<file path="config.mk">
export PLATFORM = sky130hd
export DESIGN_NAME = jt6295_enc
export DESIGN_NICKNAME = d
export VERILOG_FILES = /design/src/rtl/jt6295_enc.sv
export SDC_FILE = /design/constraint.sdc
export NUM_CORES = 1
export LEC_CHECK = 0
export CORE_MARGIN = 2
export CORE_UTILIZATION = 53
export DETAILED_ROUTE_END_ITERATION = 7
export PLACE_DENSITY = 0.71
export REMOVE_ABC_BUFFERS = 1
export SLEW_MARGIN = 20
export SYNTH_ARGS = -nofsm -noshare
export SYNTH_HDL_FRONTEND = slang
export SYNTH_SLANG_ARGS = --single-unit
export TNS_END_PERCENT = 1
</file>
<file path="constraint.sdc">
create_clock -name clk -period 8.61 [get_ports clk]
set_input_delay 1.722 -clock clk [delete_from_list [all_inputs] [get_ports clk]]
set_output_delay 1.722 -clock clk [all_outputs]
set_load 0.005 [all_outputs]
</file>
<file path="src/rtl/jt6295_enc.sv">
// OKI/MSM6295-compatible 4-bit ADPCM encoder; packs nibbles high-first into bytes.
// Optional macro JT6295_ENC_RESYNC_EN: servicing a flush also clears pred and idx.
`timescale 1ns/1ps
module jt6295_enc (
    input  logic               clk,
    input  logic               rstn,
    input  logic               cen,
    input  logic signed [11:0] pcm_in,
    input  logic               pcm_valid,
    output logic               pcm_ready,
    input  logic               flush,
    output logic [7:0]         byte_dout,
    output logic               byte_valid,
    input  logic               byte_ready,
    output logic               busy
);
    localparam int unsigned PCM_W   = 12;
    localparam int unsigned DIFF_W  = 13;
    localparam int unsigned STEP_W  = 11;
    localparam int unsigned IDX_W   = 6;
    localparam int unsigned SUM_W   = 14;
    localparam int unsigned IDX_MAX = 48;
    localparam logic signed [SUM_W-1:0] PRED_HI = 14'sd2047;
    localparam logic signed [SUM_W-1:0] PRED_LO = -14'sd2048;

    typedef enum logic [2:0] {IDLE, DIFF, Q2, Q1, Q0, UPD} state_t;

    function automatic logic [STEP_W-1:0] step_lut(input logic [IDX_W-1:0] i);
        case (i)
            6'd0:  step_lut = 11'd16;   6'd1:  step_lut = 11'd17;   6'd2:  step_lut = 11'd19;
            6'd3:  step_lut = 11'd21;   6'd4:  step_lut = 11'd23;   6'd5:  step_lut = 11'd25;
            6'd6:  step_lut = 11'd28;   6'd7:  step_lut = 11'd31;   6'd8:  step_lut = 11'd34;
            6'd9:  step_lut = 11'd37;   6'd10: step_lut = 11'd41;   6'd11: step_lut = 11'd45;
            6'd12: step_lut = 11'd50;   6'd13: step_lut = 11'd55;   6'd14: step_lut = 11'd60;
            6'd15: step_lut = 11'd66;   6'd16: step_lut = 11'd73;   6'd17: step_lut = 11'd80;
            6'd18: step_lut = 11'd88;   6'd19: step_lut = 11'd97;   6'd20: step_lut = 11'd107;
            6'd21: step_lut = 11'd118;  6'd22: step_lut = 11'd130;  6'd23: step_lut = 11'd143;
            6'd24: step_lut = 11'd157;  6'd25: step_lut = 11'd173;  6'd26: step_lut = 11'd190;
            6'd27: step_lut = 11'd209;  6'd28: step_lut = 11'd230;  6'd29: step_lut = 11'd253;
            6'd30: step_lut = 11'd279;  6'd31: step_lut = 11'd307;  6'd32: step_lut = 11'd337;
            6'd33: step_lut = 11'd371;  6'd34: step_lut = 11'd408;  6'd35: step_lut = 11'd449;
            6'd36: step_lut = 11'd494;  6'd37: step_lut = 11'd544;  6'd38: step_lut = 11'd598;
            6'd39: step_lut = 11'd658;  6'd40: step_lut = 11'd724;  6'd41: step_lut = 11'd796;
            6'd42: step_lut = 11'd876;  6'd43: step_lut = 11'd963;  6'd44: step_lut = 11'd1060;
            6'd45: step_lut = 11'd1166; 6'd46: step_lut = 11'd1282; 6'd47: step_lut = 11'd1411;
            default: step_lut = 11'd1552;
        endcase
    endfunction

    function automatic logic signed [7:0] idx_adj(input logic [2:0] m);
        case (m)
            3'd4:    idx_adj = 8'sd2;
            3'd5:    idx_adj = 8'sd4;
            3'd6:    idx_adj = 8'sd6;
            3'd7:    idx_adj = 8'sd8;
            default: idx_adj = -8'sd1;
        endcase
    endfunction

    state_t                    state;
    logic signed [PCM_W-1:0]   x;
    logic signed [PCM_W-1:0]   pred;
    logic [IDX_W-1:0]          idx;
    logic [STEP_W-1:0]         step;
    logic [DIFF_W-1:0]         d;
    logic [3:0]                n;
    logic [3:0]                hi;
    logic                      half;
    logic                      flush_pend;

    logic signed [DIFF_W-1:0]  diff;
    logic [DIFF_W-1:0]         d_abs;
    logic [DIFF_W-1:0]         step2, step1, step0;
    logic [PCM_W-1:0]          delta;
    logic signed [SUM_W-1:0]   pred_sum;
    logic signed [PCM_W-1:0]   pred_sat;
    logic signed [7:0]         idx_sum;
    logic [IDX_W-1:0]          idx_clamp;
    logic                      svc;
    logic                      accept;

    // Datapath for the quantiser and the predictor/index update
    always_comb begin
        diff     = DIFF_W'(x) - DIFF_W'(pred);
        d_abs    = diff[DIFF_W-1] ? DIFF_W'(-diff) : DIFF_W'(diff);
        step2    = DIFF_W'(step);
        step1    = DIFF_W'(step >> 1);
        step0    = DIFF_W'(step >> 2);
        delta    = PCM_W'(step >> 3)
                 + (n[2] ? PCM_W'(step)      : '0)
                 + (n[1] ? PCM_W'(step >> 1) : '0)
                 + (n[0] ? PCM_W'(step >> 2) : '0);
        pred_sum = n[3] ? SUM_W'(pred) - $signed(SUM_W'(delta))
                        : SUM_W'(pred) + $signed(SUM_W'(delta));
        if (pred_sum > PRED_HI)      pred_sat = PCM_W'(PRED_HI);
        else if (pred_sum < PRED_LO) pred_sat = PCM_W'(PRED_LO);
        else                         pred_sat = PCM_W'(pred_sum);
        idx_sum = $signed({2'b00, idx}) + idx_adj(n[2:0]);
        if (idx_sum < 8'sd0)       idx_clamp = '0;
        else if (idx_sum > 8'sd48) idx_clamp = IDX_W'(IDX_MAX);
        else                       idx_clamp = IDX_W'(idx_sum);
    end

    // A flush arriving this cycle already blocks the sample so it is serviced first
    assign svc       = (flush | flush_pend) & (state == IDLE) & ~byte_valid;
    assign pcm_ready = (state == IDLE) & ~byte_valid & ~flush_pend & ~flush;
    assign accept    = cen & pcm_valid & pcm_ready;
    assign busy      = (state != IDLE) | half | flush_pend;

    always_ff @(posedge clk or negedge rstn) begin
        if (!rstn) begin
            state      <= IDLE;
            x          <= '0;
            pred       <= '0;
            idx        <= '0;
            step       <= '0;
            d          <= '0;
            n          <= '0;
            hi         <= '0;
            half       <= 1'b0;
            flush_pend <= 1'b0;
            byte_dout  <= '0;
            byte_valid <= 1'b0;
        end else begin
            if (byte_valid && byte_ready) byte_valid <= 1'b0;

            if (svc) begin
                flush_pend <= 1'b0;
                if (half) begin
                    byte_dout  <= {hi, 4'h0};
                    byte_valid <= 1'b1;
                    half       <= 1'b0;
                end
`ifdef JT6295_ENC_RESYNC_EN
                pred <= '0;
                idx  <= '0;
`endif
            end else if (flush) begin
                flush_pend <= 1'b1;
            end

            if (cen) begin
                case (state)
                    IDLE: if (accept) begin
                        x     <= pcm_in;
                        state <= DIFF;
                    end
                    DIFF: begin
                        step  <= step_lut(idx);
                        n     <= {diff[DIFF_W-1], 3'b000};
                        d     <= d_abs;
                        state <= Q2;
                    end
                    Q2: begin
                        if (d >= step2) begin
                            n[2] <= 1'b1;
                            d    <= d - step2;
                        end
                        state <= Q1;
                    end
                    Q1: begin
                        if (d >= step1) begin
                            n[1] <= 1'b1;
                            d    <= d - step1;
                        end
                        state <= Q0;
                    end
                    Q0: begin
                        n[0]  <= (d >= step0);
                        state <= UPD;
                    end
                    UPD: begin
                        pred <= pred_sat;
                        idx  <= idx_clamp;
                        if (half) begin
                            byte_dout  <= {hi, n};
                            byte_valid <= 1'b1;
                            half       <= 1'b0;
                        end else begin
                            hi   <= n;
                            half <= 1'b1;
                        end
                        state <= IDLE;
                    end
                    default: state <= IDLE;
                endcase
            end
        end
    end
endmodule

</file>
==> reports/results.ini <==
[outcome]
outcome=completed

[placement]
portBuffers=28
dp_hpwl_mm=14.47
routabilityCongestion=0.9166

[logic_synthesis]
ys_seq_elements=76
synth_edf_count=0
yosys.area.top_type=dfrtp_1
yosysSeqAreaShare_pct=23.97
ys_types=67
synth_area_leaders=dfrtp_1 (24%), ha_1 (13%), fa_1 (5.6%)
synthesis.area_um2=7933
yosysWarnings=0
synth_cells=959
synth_area_per_cell_um2=8.272
netlist.area_leader.share_pct=23.97
async_flop_share_pct=100.0
ys.flop_type=dfrtp_1

[sta]
rsz0062_at_grt=no
worst-slew-pin-transition_ns=1.017
setup_viol=0
slew_violations=0
hold_violations=0
fin_skew_ns=0.005456
max_freq_mhz=147.8
hold_slack_ns=0.5004
slew_headroom_pct=32.18
min_period_over_period_pct=78.58
min_period_ns=6.766
fin_setup_tns_ns=0

[setup_path]
critPathCaptureType=flop
reg2reg_to=pred[8]$_DFFE_PN0P_
cp_num_buf_inv=1
cp.required_ns=8.81
cp_top_family=adder cells
max_stage_delay_ns=0.75
crit_slowest_cell=dfrtp_1
r2r_cells=24
rrSetupSlack_ns=1.84
worstSetupPathType=reg -> reg
r2r_start=n[2]$_DFFE_PN0P_
cp.arrival_ns=6.97
cp_max_fo=22
start_kind=flop
path_cells=nand2_1, fa_1, fa_1, inv_1, ha_1, fa_1, a21oi_2, nor3_1, or4b_4, or2_1, or2_1, nor2_1, nor2_1, xor2_1, ha_1, a21oi_1, o22ai_1, nor2_1, o21ai_0, a21o_1, a21oi_1, xnor3_2, nand3_1, o311ai_1

[cts]
cts_buffer_depth=2
clock-sinks=76
tritoncts=done
insertion_delay_ns=0.35
cts_hold_buf=0
htree_num_levels=3
postCtsSetupRepairBufs=0
cts_buffers=9
post_cts_resize_count=0
clkTransAtPathRegs_ns=0.06
cts-root-buf=clkbuf_16

[route]
drt-vias-per-instance=6.012
routed-via-count=6920
routedWlPerCell_um=16.79
route.detailed.drc=0
drt_iter0_drc=523
drtPass1Iterations=5
ant_nets=0
drt_wl_total_mm=19.32

[worst_hold_path]
hold_class=reg -> reg
hold_path_depth=1

[grt]
grt_usage_pct=24.96
antenna_found_initial=0
grt_pass1_vias=6499
grt_pass1_wl_mm=32.40
grt_max_degree=77
overflow=0

[die]
die_w_um=126.3
start_util_pct=54.37
rows=44
die_h_um=126.3
io_pins=29
die_area_um2=15960
core_um2=14590

[run]
max_cap_viol_count=0

[cells_and_area]
nets=1087
final_cell_mix=nand2_1 (97), ha_1 (83), nor2_1 (76), dfrtp_1 (76), inv_1 (75)
drive_gt1_share_pct=5.274
antennaDiodeCount=0
syn2layout_area_growth_pct=8.249
layout_commonest_cell=nand2_1

worst max path at each step:
stage	cells past startpoint	end	startpoint	slack, ns
after floorplan	24	pred[2]$_DFFE_PN0P_	n[2]$_DFFE_PN0P_	2.48
after global placement	24	pred[2]$_DFFE_PN0P_	n[2]$_DFFE_PN0P_	1.99
after detailed placement	24	pred[8]$_DFFE_PN0P_	n[2]$_DFFE_PN0P_	1.87
after CTS	24	pred[8]$_DFFE_PN0P_	n[2]$_DFFE_PN0P_	1.83
after global routing	24	pred[7]$_DFFE_PN0P_	n[2]$_DFFE_PN0P_	1.36
final	24	pred[8]$_DFFE_PN0P_	n[2]$_DFFE_PN0P_	1.84
worst reg2reg max path: cells and delay by family (launching register included):
family / cells / cell delay (ns)
fa+ha+maj: 5 / 2.05
xor+xnor: 2 / 0.53
simple gates: 9 / 1.89
buf+inv: 1 / 0.04
flops: 1 / 0.75
compound gates: 7 / 1.39
cells by family (layout without fill, tap and decap cells):
group / after synthesis / count (layout) / share of synthesized area (%)
adder cells (fa/ha/maj): 105 / 105 / 18.64
multiplexers: 31 / 31 / 4.306
AND/OR/NAND/NOR: 289 / 289 / 17.11
XOR/XNOR: 69 / 69 / 7.808
flip-flops: 76 / 76 / 23.97
buffers and inverters: 113 / 121 / 5.363
AO/OA/AOI/OAI: 276 / 276 / 22.79
metrics by stage:
step                instance area [um^2]  setup WS [ns]  std cells  util (%)
floorplan                           7792          2.485        922         -
global placement                    8327          1.987       1137     57.08
global route                        8587          1.360       1151     58.86
finish                              8587          1.844       1151     58.86
detailed placement                  8327          1.872       1137     57.08
CTS                                 8577          1.835       1151     58.79
flip-flops by register name, indices dropped and copies added, names as in the netlist, named ones only:
signal      count
n               4
hi              4
byte_dout       4
state           3
half            1
d              13
idx             6
x              12
byte_valid      1
step           11
flush_pend      1
pred           12
metal layers:
metal | routed length (um) | vias up | GRT usage (%) | share of wire, %
met5 | 0 | - | 0 | 0
met4 | 417 | 0 | 6.529 | 2.2
met3 | 950 | 29 | 4.935 | 4.9
met2 | 8656 | 166 | 38.53 | 45
met1 | 9297 | 3279 | 36.01 | 48
li1 | - | 3446 | - | -
cells in the mapped netlist (all sizes together), types with 3 or more instances:
| cell | count |
|---|---|
| or3 | 5 |
| or2 | 4 |
| mux2 | 25 |
| mux2i | 6 |
| buf | 6 |
| o2111ai | 4 |
| nor2b | 15 |
| nor4 | 8 |
| o31ai | 9 |
| o31a | 3 |
| a22o | 4 |
| dfrtp | 76 |
| nand4 | 11 |
| nor3 | 22 |
| o311ai | 7 |
| and2 | 10 |
| clkbuf | 31 |
| o21a | 14 |
| a21oi | 63 |
| fa | 22 |
| a32o | 4 |
| a31oi | 17 |
| a211oi | 13 |
| o211ai | 12 |
| nand2b | 15 |
| o21ai | 68 |
| ha | 83 |
| nor2 | 76 |
| o21bai | 8 |
| xnor2 | 45 |
| nand3 | 13 |
| xor2 | 23 |
| a21o | 18 |
| o221ai | 4 |
| nand2 | 97 |
| o22ai | 7 |
| a311oi | 4 |
| inv | 75 |
cell type report:
cell class              instances  area (um^2)
clock buffers                  12        236.5
clock inverters                 2        13.76
fillers                      1353         6002
inverters                      76        285.3
multi-input cells             770         5615
flip-flops and latches         76         1902
well taps                     184        230.2
repair buffers                 31        304.0
Power is not shown: default switching activity piles up to over one toggle a cycle in this logic, so the estimate is an artifact.
